### src/rtl/core_pkg.sv
// Shared RV32I encodings, ALU operation set and immediate decoding helpers.
// Used by the fetch/execute top; no state lives here.
// Opcodes outside the listed set decode as NOP in the core.
package core_pkg;

  localparam logic [6:0] OP_LUI    = 7'b0110111;
  localparam logic [6:0] OP_AUIPC  = 7'b0010111;
  localparam logic [6:0] OP_JAL    = 7'b1101111;
  localparam logic [6:0] OP_JALR   = 7'b1100111;
  localparam logic [6:0] OP_BRANCH = 7'b1100011;
  localparam logic [6:0] OP_LOAD   = 7'b0000011;
  localparam logic [6:0] OP_STORE  = 7'b0100011;
  localparam logic [6:0] OP_IMM    = 7'b0010011;
  localparam logic [6:0] OP_OP     = 7'b0110011;
  localparam logic [6:0] OP_FENCE  = 7'b0001111;
  localparam logic [6:0] OP_SYSTEM = 7'b1110011;

  // ALU funct3
  localparam logic [2:0] F3_ADD  = 3'b000;
  localparam logic [2:0] F3_SLL  = 3'b001;
  localparam logic [2:0] F3_SLT  = 3'b010;
  localparam logic [2:0] F3_SLTU = 3'b011;
  localparam logic [2:0] F3_XOR  = 3'b100;
  localparam logic [2:0] F3_SR   = 3'b101;
  localparam logic [2:0] F3_OR   = 3'b110;
  localparam logic [2:0] F3_AND  = 3'b111;

  // Branch funct3
  localparam logic [2:0] F3_BEQ  = 3'b000;
  localparam logic [2:0] F3_BNE  = 3'b001;
  localparam logic [2:0] F3_BLT  = 3'b100;
  localparam logic [2:0] F3_BGE  = 3'b101;
  localparam logic [2:0] F3_BLTU = 3'b110;
  localparam logic [2:0] F3_BGEU = 3'b111;

  localparam logic [6:0] F7_ZERO = 7'b0000000;
  localparam logic [6:0] F7_ALT  = 7'b0100000;

  typedef enum logic [3:0] {
    ALU_ADD, ALU_SUB, ALU_SLL, ALU_SLT, ALU_SLTU,
    ALU_XOR, ALU_SRL, ALU_SRA, ALU_OR, ALU_AND, ALU_PASSB
  } alu_op_e;

  typedef enum logic [1:0] {IMM_I, IMM_U, IMM_J, IMM_B} imm_type_e;

  function automatic logic [31:0] imm_gen(imm_type_e t, logic [31:0] ins);
    case (t)
      IMM_U:   return {ins[31:12], 12'b0};
      IMM_J:   return {{12{ins[31]}}, ins[19:12], ins[20], ins[30:21], 1'b0};
      IMM_B:   return {{20{ins[31]}}, ins[7], ins[30:25], ins[11:8], 1'b0};
      default: return {{20{ins[31]}}, ins[31:20]};
    endcase
  endfunction

  function automatic logic [31:0] alu(alu_op_e op, logic [31:0] a, logic [31:0] b);
    case (op)
      ALU_ADD:   return a + b;
      ALU_SUB:   return a - b;
      ALU_SLL:   return a << b[4:0];
      ALU_SLT:   return {31'b0, $signed(a) < $signed(b)};
      ALU_SLTU:  return {31'b0, a < b};
      ALU_XOR:   return a ^ b;
      ALU_SRL:   return a >> b[4:0];
      ALU_SRA:   return $unsigned($signed(a) >>> b[4:0]);
      ALU_OR:    return a | b;
      ALU_AND:   return a & b;
      default:   return b;
    endcase
  endfunction

endpackage

### src/rtl/geg_core_if.sv
// Instruction-fetch read channel: address out, registered data back next clock.
// Latency: data for an address appears one rising edge after it is presented.
// No handshake; the core holds the address steady while stalled.
interface geg_core_if;
  logic [31:0] RCH1_ADDR;
  logic [31:0] RCH1_DATA;

  modport master (output RCH1_ADDR, input RCH1_DATA);
  modport slave  (input RCH1_ADDR, output RCH1_DATA);
endinterface

### src/rtl/core_regfile.sv
// x1..x31 integer registers, two combinational read ports, one write port.
// Latency: writes visible to reads after the committing edge.
// No backpressure; the caller gates the write enable.
module core_regfile (
  input  logic        CLK,
  input  logic        RSTN,
  input  logic        we_i,
  input  logic [4:0]  wa_i,
  input  logic [31:0] wd_i,
  input  logic [4:0]  ra1_i,
  input  logic [4:0]  ra2_i,
  output logic [31:0] rd1_o,
  output logic [31:0] rd2_o
);

  logic [31:0] regs_q [1:31];

  // register array; writes to x0 are dropped since it has no storage
  always_ff @(posedge CLK or negedge RSTN) begin
    if (!RSTN) begin
      for (int i = 1; i < 32; i++) regs_q[i] <= '0;
    end else if (we_i && (wa_i != 5'd0)) begin
      regs_q[wa_i] <= wd_i;
    end
  end

  assign rd1_o = (ra1_i == 5'd0) ? 32'd0 : regs_q[ra1_i];
  assign rd2_o = (ra2_i == 5'd0) ? 32'd0 : regs_q[ra2_i];

endmodule

### src/rtl/geg_core.sv
// Two-stage RV32I core (fetch / execute) covering ALU, jump and branch ops.
// Latency: one instruction per clock; a taken redirect costs one bubble.
// CORE_STALL freezes all state and re-presents the in-flight fetch address.
module geg_core
  import core_pkg::*;
#(
  parameter logic [31:0] RESET_PC = 32'h0000_0000
) (
  input  logic          CLK,
  input  logic          RSTN,
  input  logic          CORE_STALL,
  geg_core_if.master    rch1
);

  logic [31:0] pc_f_q, pc_f_d, pc_m_q, pc_m_d;
  logic        valid_m_q, valid_m_d;

  logic [31:0] ins;
  logic [6:0]  opcode, f7;
  logic [2:0]  f3;
  logic [4:0]  rd, rs1, rs2;
  logic [31:0] rs1_val, rs2_val;
  logic [31:0] imm_i, imm_u, imm_j, imm_b;

  alu_op_e     alu_op;
  logic [31:0] alu_a, alu_b, alu_res;
  logic [31:0] target, wb_val;
  logic        wr_en, link, redirect, exec;

  assign ins    = rch1.RCH1_DATA;
  assign opcode = ins[6:0];
  assign rd     = ins[11:7];
  assign f3     = ins[14:12];
  assign rs1    = ins[19:15];
  assign rs2    = ins[24:20];
  assign f7     = ins[31:25];

  assign imm_i = imm_gen(IMM_I, ins);
  assign imm_u = imm_gen(IMM_U, ins);
  assign imm_j = imm_gen(IMM_J, ins);
  assign imm_b = imm_gen(IMM_B, ins);

  // During a stall the memory re-reads pc_m so its word is still valid on release
  assign rch1.RCH1_ADDR = CORE_STALL ? pc_m_q : pc_f_q;

  assign exec = valid_m_q && !CORE_STALL;

  core_regfile u_rf (
    .CLK   (CLK),
    .RSTN  (RSTN),
    .we_i  (exec && wr_en),
    .wa_i  (rd),
    .wd_i  (wb_val),
    .ra1_i (rs1),
    .ra2_i (rs2),
    .rd1_o (rs1_val),
    .rd2_o (rs2_val)
  );

  // decode: ALU operands, writeback enable and redirect target; unknown encodings stay NOP
  always_comb begin
    alu_op   = ALU_ADD;
    alu_a    = rs1_val;
    alu_b    = rs2_val;
    wr_en    = 1'b0;
    link     = 1'b0;
    redirect = 1'b0;
    target   = pc_m_q + imm_b;
    case (opcode)
      OP_LUI: begin
        wr_en  = 1'b1;
        alu_op = ALU_PASSB;
        alu_b  = imm_u;
      end
      OP_AUIPC: begin
        wr_en = 1'b1;
        alu_a = pc_m_q;
        alu_b = imm_u;
      end
      OP_IMM, OP_OP: begin
        wr_en = 1'b1;
        if (opcode == OP_IMM) alu_b = imm_i;
        case (f3)
          F3_ADD: begin
            if (opcode == OP_OP && f7 == F7_ALT) alu_op = ALU_SUB;
            else if (opcode == OP_OP && f7 != F7_ZERO) wr_en = 1'b0;
          end
          F3_SR: begin
            if (f7 == F7_ALT) alu_op = ALU_SRA;
            else if (f7 == F7_ZERO) alu_op = ALU_SRL;
            else wr_en = 1'b0;
          end
          default: begin
            case (f3)
              F3_SLL:  alu_op = ALU_SLL;
              F3_SLT:  alu_op = ALU_SLT;
              F3_SLTU: alu_op = ALU_SLTU;
              F3_XOR:  alu_op = ALU_XOR;
              F3_OR:   alu_op = ALU_OR;
              default: alu_op = ALU_AND;
            endcase
            // immediate forms other than SLLI carry no funct7 field
            if ((opcode == OP_OP || f3 == F3_SLL) && f7 != F7_ZERO) wr_en = 1'b0;
          end
        endcase
      end
      OP_JAL: begin
        wr_en    = 1'b1;
        link     = 1'b1;
        redirect = 1'b1;
        target   = pc_m_q + imm_j;
      end
      OP_JALR: begin
        if (f3 == 3'b000) begin
          wr_en    = 1'b1;
          link     = 1'b1;
          redirect = 1'b1;
          target   = rs1_val + imm_i;
        end
      end
      OP_BRANCH: begin
        case (f3)
          F3_BEQ:  redirect = (rs1_val == rs2_val);
          F3_BNE:  redirect = (rs1_val != rs2_val);
          F3_BLT:  redirect = ($signed(rs1_val) <  $signed(rs2_val));
          F3_BGE:  redirect = ($signed(rs1_val) >= $signed(rs2_val));
          F3_BLTU: redirect = (rs1_val <  rs2_val);
          F3_BGEU: redirect = (rs1_val >= rs2_val);
          default: redirect = 1'b0;
        endcase
      end
      default: ;
    endcase
  end

  assign alu_res = alu(alu_op, alu_a, alu_b);
  assign wb_val  = link ? (pc_m_q + 32'd4) : alu_res;

  // next fetch state: advance, redirect (killing the wrong-path word), or hold on stall
  always_comb begin
    pc_f_d    = pc_f_q;
    pc_m_d    = pc_m_q;
    valid_m_d = valid_m_q;
    if (!CORE_STALL) begin
      pc_m_d = pc_f_q;
      if (exec && redirect) begin
        pc_f_d    = {target[31:2], 2'b00};
        valid_m_d = 1'b0;
      end else begin
        pc_f_d    = pc_f_q + 32'd4;
        valid_m_d = 1'b1;
      end
    end
  end

  // fetch-stage registers
  always_ff @(posedge CLK or negedge RSTN) begin
    if (!RSTN) begin
      pc_f_q    <= RESET_PC;
      pc_m_q    <= RESET_PC;
      valid_m_q <= 1'b0;
    end else begin
      pc_f_q    <= pc_f_d;
      pc_m_q    <= pc_m_d;
      valid_m_q <= valid_m_d;
    end
  end

endmodule

### src/flat_wrapper.sv
// flat-port wrapper written by rule: the top's interface ports become plain ports
module geg_core_flat import core_pkg::*;
#(
  parameter logic [31:0] RESET_PC = 32'h0000_0000
)
  (CLK, RSTN, CORE_STALL, rch1_RCH1_ADDR, rch1_RCH1_DATA);
  geg_core_if rch1_i ();
  input  logic CLK;
  input  logic RSTN;
  input  logic CORE_STALL;
  output wire logic [$bits(rch1_i.RCH1_ADDR)-1:0] rch1_RCH1_ADDR;
  input wire logic [$bits(rch1_i.RCH1_DATA)-1:0] rch1_RCH1_DATA;
  assign rch1_RCH1_ADDR = rch1_i.RCH1_ADDR;
  assign rch1_i.RCH1_DATA = rch1_RCH1_DATA;
  geg_core #(.RESET_PC(RESET_PC)) u_core (.CLK(CLK), .RSTN(RSTN), .CORE_STALL(CORE_STALL), .rch1(rch1_i));
endmodule
### config.mk
export PLATFORM = sky130hd
export DESIGN_NAME = geg_core_flat
export DESIGN_NICKNAME = d
export VERILOG_FILES = /design/src/rtl/core_pkg.sv /design/src/rtl/geg_core_if.sv /design/src/rtl/core_regfile.sv /design/src/rtl/geg_core.sv /design/src/flat_wrapper.sv
export SDC_FILE = /design/constraint.sdc
export NUM_CORES = 2
export LEC_CHECK = 0
export CAP_MARGIN = 5
export CORE_MARGIN = 8
export CORE_UTILIZATION = 55
export CTS_CLUSTER_SIZE = 14
export DETAILED_ROUTE_END_ITERATION = 10
export PLACE_DENSITY = 0.76
export REMOVE_ABC_BUFFERS = 1
export SETUP_SLACK_MARGIN = 0.1
export SLEW_MARGIN = 20
export SYNTH_ARGS = -nofsm -noshare
export SYNTH_HDL_FRONTEND = slang
export SYNTH_HIERARCHICAL = 1
export SYNTH_SLANG_ARGS = --single-unit
### constraint.sdc
create_clock -name CLK -period 6.6 [get_ports CLK]
set_input_delay 1.32 -clock CLK [delete_from_list [all_inputs] [get_ports CLK]]
set_output_delay 1.32 -clock CLK [all_outputs]
set_load 0.01 [all_outputs]
# Yosys cells after proc, flatten, opt, wreduce, memory -nomap -nowiden
# Index checks and enable logic that the tools add are counted.
# op_classes
add_sub_neg	7
n_lt_le_gt_ge	10
eq_ne	26
shift	3
muxes	38
bitwise	6
n_reduce_logical	20
# op_table
operator	n
992-bit bitwise mux	1
32-bit 2-to-1 mux	13
32-bit binary-select mux with 5-bit select	2
32-bit one-hot mux with 10 select lines	1
32-bit demux with 5-bit select	1
32-bit adder	4
32-bit less-than comparator	4
32-bit one-hot mux with 2 select lines	2
32-bit by 3-bit adder with 32-bit output (second input constant)	2
32-bit >= comparator	2
32-bit bitwise AND	1
32-bit equality test	1
32-bit inequality test	1
32-bit bitwise OR	1
32-bit by 5-bit << shifter with 32-bit output	1
32-bit by 5-bit >> shifter with 32-bit output	1
32-bit by 5-bit >>> shifter with 32-bit output	1
32-bit subtractor	1
32-bit bitwise XOR	1
7-bit by 6-bit equality test with 1-bit output (second input constant)	3
7-bit equality test (second input constant)	3
4-bit one-hot mux with 5 select lines	1
6-bit >= comparator (second input constant)	3
5-bit inverter with 6-bit output	3
other kinds (27)	56
# word_totals
ff_bits	1057
out_inout_bits	32

# Longest topological paths before layout
# logic_depth
depth_word	11
mapped_depth	28
mapped_depth_nobuf	21

# Hierarchy
# The synthesis kept the hierarchy.
# by_module_without_submodules
mod	n_inst	cells_each	area_each_um2
core_regfile	1	4066	53371.2
geg_core	1	2736	19173.4

# Worst setup path before layout
# No wires, ideal clock.
# synth_path
path_kind	input-to-reg
startpoint	input port rch1_RCH1_DATA[21]
endpoint	register u_core/u_rf/regs_q[925] (netlist bit)
setup_ns	0.128
t_arrival_ns	6.813
required_ns	6.472
slack_ns	-0.341
stages	27
n_path_buf	9
path_cell_list	buf_2 > buf_6 > buf_4 > nand2_1 > clkbuf_1 > o22ai_1 > nor3_1 > a211oi_1 > o31ai_1 > a21boi_1 > clkbuf_1 > clkbuf_1 > buf_1 > ha_1 > clkbuf_1 > o21a_1 > o31a_1 > o41a_1 > o21ai_1 > a211oi_1 > a21oi_1 > o21ai_0 > and4_1 > a2111oi_0 > a21oi_1 > clkbuf_1 > mux2_1
# synth_via
elab_chain_len	11
# synth_lines
item	line_no	rtl
start, declared	flat_wrapper.sv:12	input wire logic [$bits(rch1_i.RCH1_DATA)-1:0] rch1_RCH1_DATA;
5-bit inverter with 6-bit output (implied by the code)	core_regfile.sv:28	assign rd2_o = (ra2_i == 5'd0) ? 32'd0 : regs_q[ra2_i];
32-bit binary-select mux with 5-bit select	core_regfile.sv:28	
32-bit 2-to-1 mux (implied by the code) (2 in a row)	core_regfile.sv:28	
32-bit 2-to-1 mux *	core_regfile.sv:28	
net u_core.rs2_val[3]	geg_core.sv:22	logic [31:0] rs1_val, rs2_val;
32-bit 2-to-1 mux	geg_core.sv:82	if (opcode == OP_IMM) alu_b = imm_i;
32-bit one-hot mux with 2 select lines *	geg_core.sv:69	case (opcode)
32-bit subtractor, or another cell as far along	core_pkg.sv:58	ALU_SUB: return a - b;
32-bit one-hot mux with 10 select lines *	core_pkg.sv:56	case (op)
32-bit 2-to-1 mux *	geg_core.sv:137	assign wb_val = link ? (pc_m_q + 32'd4) : alu_res;
net u_core.wb_val[29]	geg_core.sv:27	logic [31:0] target, wb_val;
992-bit bitwise mux *	core_regfile.sv:23	regs_q[wa_i] <= wd_i;
end signal, assigned by index	core_regfile.sv:23	
end, declared	core_regfile.sv:16	logic [31:0] regs_q [1:31];
# Mark *: on every way through the listed nets, which the timed path passes. The rest lies on a longest branch. The select of a mux whose other input is x is not followed.
# A chain may end at the register's enable or synchronous reset.

# Final worst setup path
# layout_path
startpoint	input port rch1_RCH1_DATA[24]
endpoint	register u_core.pc_f_q[17]
# layout_via
elab_chain_len	10
# layout_lines
item	line_no	rtl
5-bit inverter with 6-bit output (implied by the code)	core_regfile.sv:28	
32-bit binary-select mux with 5-bit select	core_regfile.sv:28	
32-bit 2-to-1 mux (implied by the code) (2 in a row)	core_regfile.sv:28	
32-bit 2-to-1 mux *	core_regfile.sv:28	
net u_core.rs2_val[29]	geg_core.sv:22	
32-bit >= comparator, or another cell as far along	geg_core.sv:128	F3_BGEU: redirect = (rs1_val >= rs2_val);
1-bit one-hot mux with 6 select lines *	geg_core.sv:122	case (f3)
1-bit one-hot mux with 3 select lines *	geg_core.sv:69	
1-bit logical AND *	geg_core.sv:146	if (exec && redirect) begin
32-bit 2-to-1 mux *	geg_core.sv:146	
end signal, assigned	geg_core.sv:163	pc_f_q <= pc_f_d;
end, declared	geg_core.sv:15	logic [31:0] pc_f_q, pc_f_d, pc_m_q, pc_m_d;
# Marked as above.

==> results.tsv <==
stage	metric	value	unit
outcome	outcome	finished, final reports clean	
setup_path	startpoint types	input pin	
clock_network	H-tree Lvls	3	
clock_network	Num Clock Sinks	1055	
sta	Slew HR	30.1	%
placed_design	routability congestion estimate	1.07	
yosys	ys async rst share	100	%
yosys	most frequent cell after synthesis	mux2_2	
sta	clk_skew	73.7	ps
yosys	synth warn	6	
placed_design	Cells after DPL	9118	
setup_path	Cell Chain, Critical Path	clkdlybuf4s50_1, buf_12, buf_8, nor2b_4, buf_4, buf_4, or3_1, a211oi_1, buf_4, inv_1, ha_1, a21oi_1, o21ai_0, a2111oi_4, o2111ai_4, a21oi_1, buf_4, mux2_2, a221oi_2, nand2b_1, buf_4, or3_1, nand3_1	
yosys	cells after synthesis	6802	
yosys	post-synthesis sequential area ratio	36.4	%
grt	initial antenna violation count	11	
clock_network	CTS clk-pin slew, worst paths	60	ps
finish	Final Cell Area	87200	sq um
pwr	Power Density	225	nW/um^2
setup_path	Slowest cell on crit path	a211oi_1	
pwr	maximum VDD drop	0.000234	V
drt	Final ANT Viol Nets	0	
finish	Nets	7723	
grt	GRT overflow	0	
sta	final number of setup-violating endpoints	0	
sta	fin crit share	97.3	%
sta	RSZ-0062 raised after global routing	yes	
sta	setup TNS	0	ps
floorplanning	initial core utilization	55.3	%
finish	Syn-to-layout area delta	20.2	%
clock_network	CTS tree	yes	
drt	drt drc	0	
yosys	area leader, netlist	dfrtp_1	
setup_path	Critical Path RT	7320	ps
grt	vias in the first global route	65337	
finish	layout cells sized above 1	36.3	%
sta	Hold Fails Final Rpt	0	
grt	largest net degree at the start of global routing	174	
floorplanning	Vert. Die Dim	379	microns
placed_design	area of placed instances	83000	sq um
yosys	number of distinct library cells after synthesis	98	
setup_path	Crit Path Max Fanout	9	
placed_design	IO buf count	66	
setup_path	WP data arrival	7140	ps
drt	Pre-antenna DRT Iters	6	
grt	Tot GR Track Use	39.5	%
finish	post-route insts no fill	9330	
finish	fin util	66.5	%
floorplanning	die width	379	microns
yosys	Commonest cells post-synth	mux2_2, dfrtp_1, mux2i_1	
floorplanning	Core Footprint	131000	sq um
yosys	main area contributors after synthesis	dfrtp_1, mux2_2, mux2i_1	
yosys	Post-synth EDFFs	0	
min_path	worst hold-check path type	flop to flop	
placed_design	Post-DP HPWL	208000	microns
sta	Slew @ Worst Pin	1050	ps
setup_path	Worst Setup Path Type	input pin to flop	
yosys	Post-Syn Area	72500	sq um
drt	vias	65320	
pwr	Pwr Total	19600	uW
setup_path	endpoint type of the worst setup path	flop	
sta	max-slew violations	0	
clock_network	clock insertion delay at the later pin of the skew report	780	ps
floorplanning	total die area	144000	sq um
setup_path	Most common cell on crit path	buf_4	
run	max-cap violations	0	
clock_network	Setup Buffers After CTS	0	
drt	Via density	7.00	
sta	Highest Clock Rate	156	MHz
clock_network	CTS Buf Count	110	
drt	WL final	292000	microns
yosys	Top FF cell, synth	dfrtp_1	
floorplanning	# rows	133	
grt	first-pass GRT wire length	427000	microns
floorplanning	io pins	67	
yosys	#FFs+latches synth	1055	
drt	WL per Instance	31.3	microns
yosys	area share of the largest cell type after synthesis	36.4	%
sta	Final min period	6420	ps
clock_network	Root Buffer	clkbuf_16	
clock_network	clk buf depth	3	
setup_path	crit-path max cell delay	550	ps
yosys	Syn Area/Cell	10.7	sq um
drt	drt initial violations	8400	
pwr	leak pwr	0.0417	uW
[flip-flops by register name (all words and copies together), names as in the netlist]
signal,cells
u_core/u_rf/regs_q,992
u_core/pc_m_q,32
u_core/pc_f_q,30
u_core/valid_m_q,1
[placed cells by master, fill, tap and decap left out, types with 24 or more instances in the layout]
cell type and n:
a31oi_1 36, nand2_1 297, or3_1 51, nor4_1 35
nand3_1 89, o221ai_1 24, buf_12 127, a22oi_1 83
a21o_1 42, dfrtp_1 1055, o211ai_1 28, a21oi_1 290
o21ai_0 181, mux4_2 128, mux2_2 1108, nor2b_1 64
clkdlybuf4s50_1 53, inv_1 149, a211oi_1 82, a221oi_1 60
clkbuf_8 35, nand4_1 33, xor2_1 37, o22ai_1 332
mux2i_1 730, mux2_1 56, a221o_1 55, nor2_1 191
xnor2_1 77, ha_1 209, clkbuf_16 110, buf_4 979
nor3_1 182, and3_1 35
[worst max-delay path, delay by kind of cell]
kind	cells	cell delay [ps]
fa+ha+maj	1	280
simple gates	5	1080
compound gates	7	2160
buf+inv	9	1890
mux	1	370
[metal layers]
| layer | up-vias | global-route usage, % | routed length [microns] |
|---|---|---|---|
| li1 | 27040 | - | - |
| met1 | 32366 | 49.0 | 107000 |
| met2 | 4584 | 59.6 | 126000 |
| met3 | 1328 | 10.8 | 33700 |
| met4 | 2 | 27.6 | 25200 |
| met5 | - | 0 | 11 |
[layout make-up]
cell class / count / area (sq um)
Sequential cell: 1055 / 26400
Clock buffer: 162 / 3300
Timing Repair Buffer: 1175 / 10600
Inverter: 156 / 586
Multi-Input combinational cell: 4977 / 43600
Clock inverter: 42 / 534
Antenna cell: 8 / 20.0
Tap cell: 1755 / 2200
Fill cell: 9723 / 43900
[metrics by stage]
step                      setup slack (ps)  hold slack (ps)
after floorplan                      -5180              470
after global placement               -1590              486
after detailed placement             -1320              497
after CTS                              103              511
after global routing                   100              517
final                                  176              510
[timing repair]
item,in CTS,in global routing
gates cloned,0,0
resized for setup,15,53
endpoints found under the hold margin,0,0
hold buffers,0,0
pin swaps,0,11
setup endpoints to repair,303,496
[path summary, 6_finish.rpt]
check                                             start                 endpoint  slack [ps]  cells after the start
worst max-delay path                 rch1_RCH1_DATA[24]        u_core/pc_f_q[17]         180                     23
worst min-delay path            u_core/u_rf/regs_q[920]  u_core/u_rf/regs_q[920]         510                      1
worst max register to register  u_core/u_rf/regs_q[557]  u_core/u_rf/regs_q[512]         960                     20
worst min register to register  u_core/u_rf/regs_q[920]  u_core/u_rf/regs_q[920]         510                      1
max in group asynchronous                          RSTN  u_core/u_rf/regs_q[434]        4420                      2
min in group asynchronous                          RSTN  u_core/u_rf/regs_q[258]         670                      1
[where the power goes]
part / internal (uW) / total, uW / switching, uW
combinational: 2470 / 6140 / 3670
clock: 3750 / 6510 / 2770
sequential: 6680 / 6930 / 253
[kinds of logic after synthesis]
| kind of cell | share of synthesized area (%) |
|---|---|
| mux | 32.8 |
| compound gates | 13.3 |
| simple gates | 7.72 |
| flops | 36.4 |
| buf+inv | 4.74 |
| fa+ha+maj | 3.72 |
| xor+xnor | 1.38 |
(Power assumes the default switching activity.)
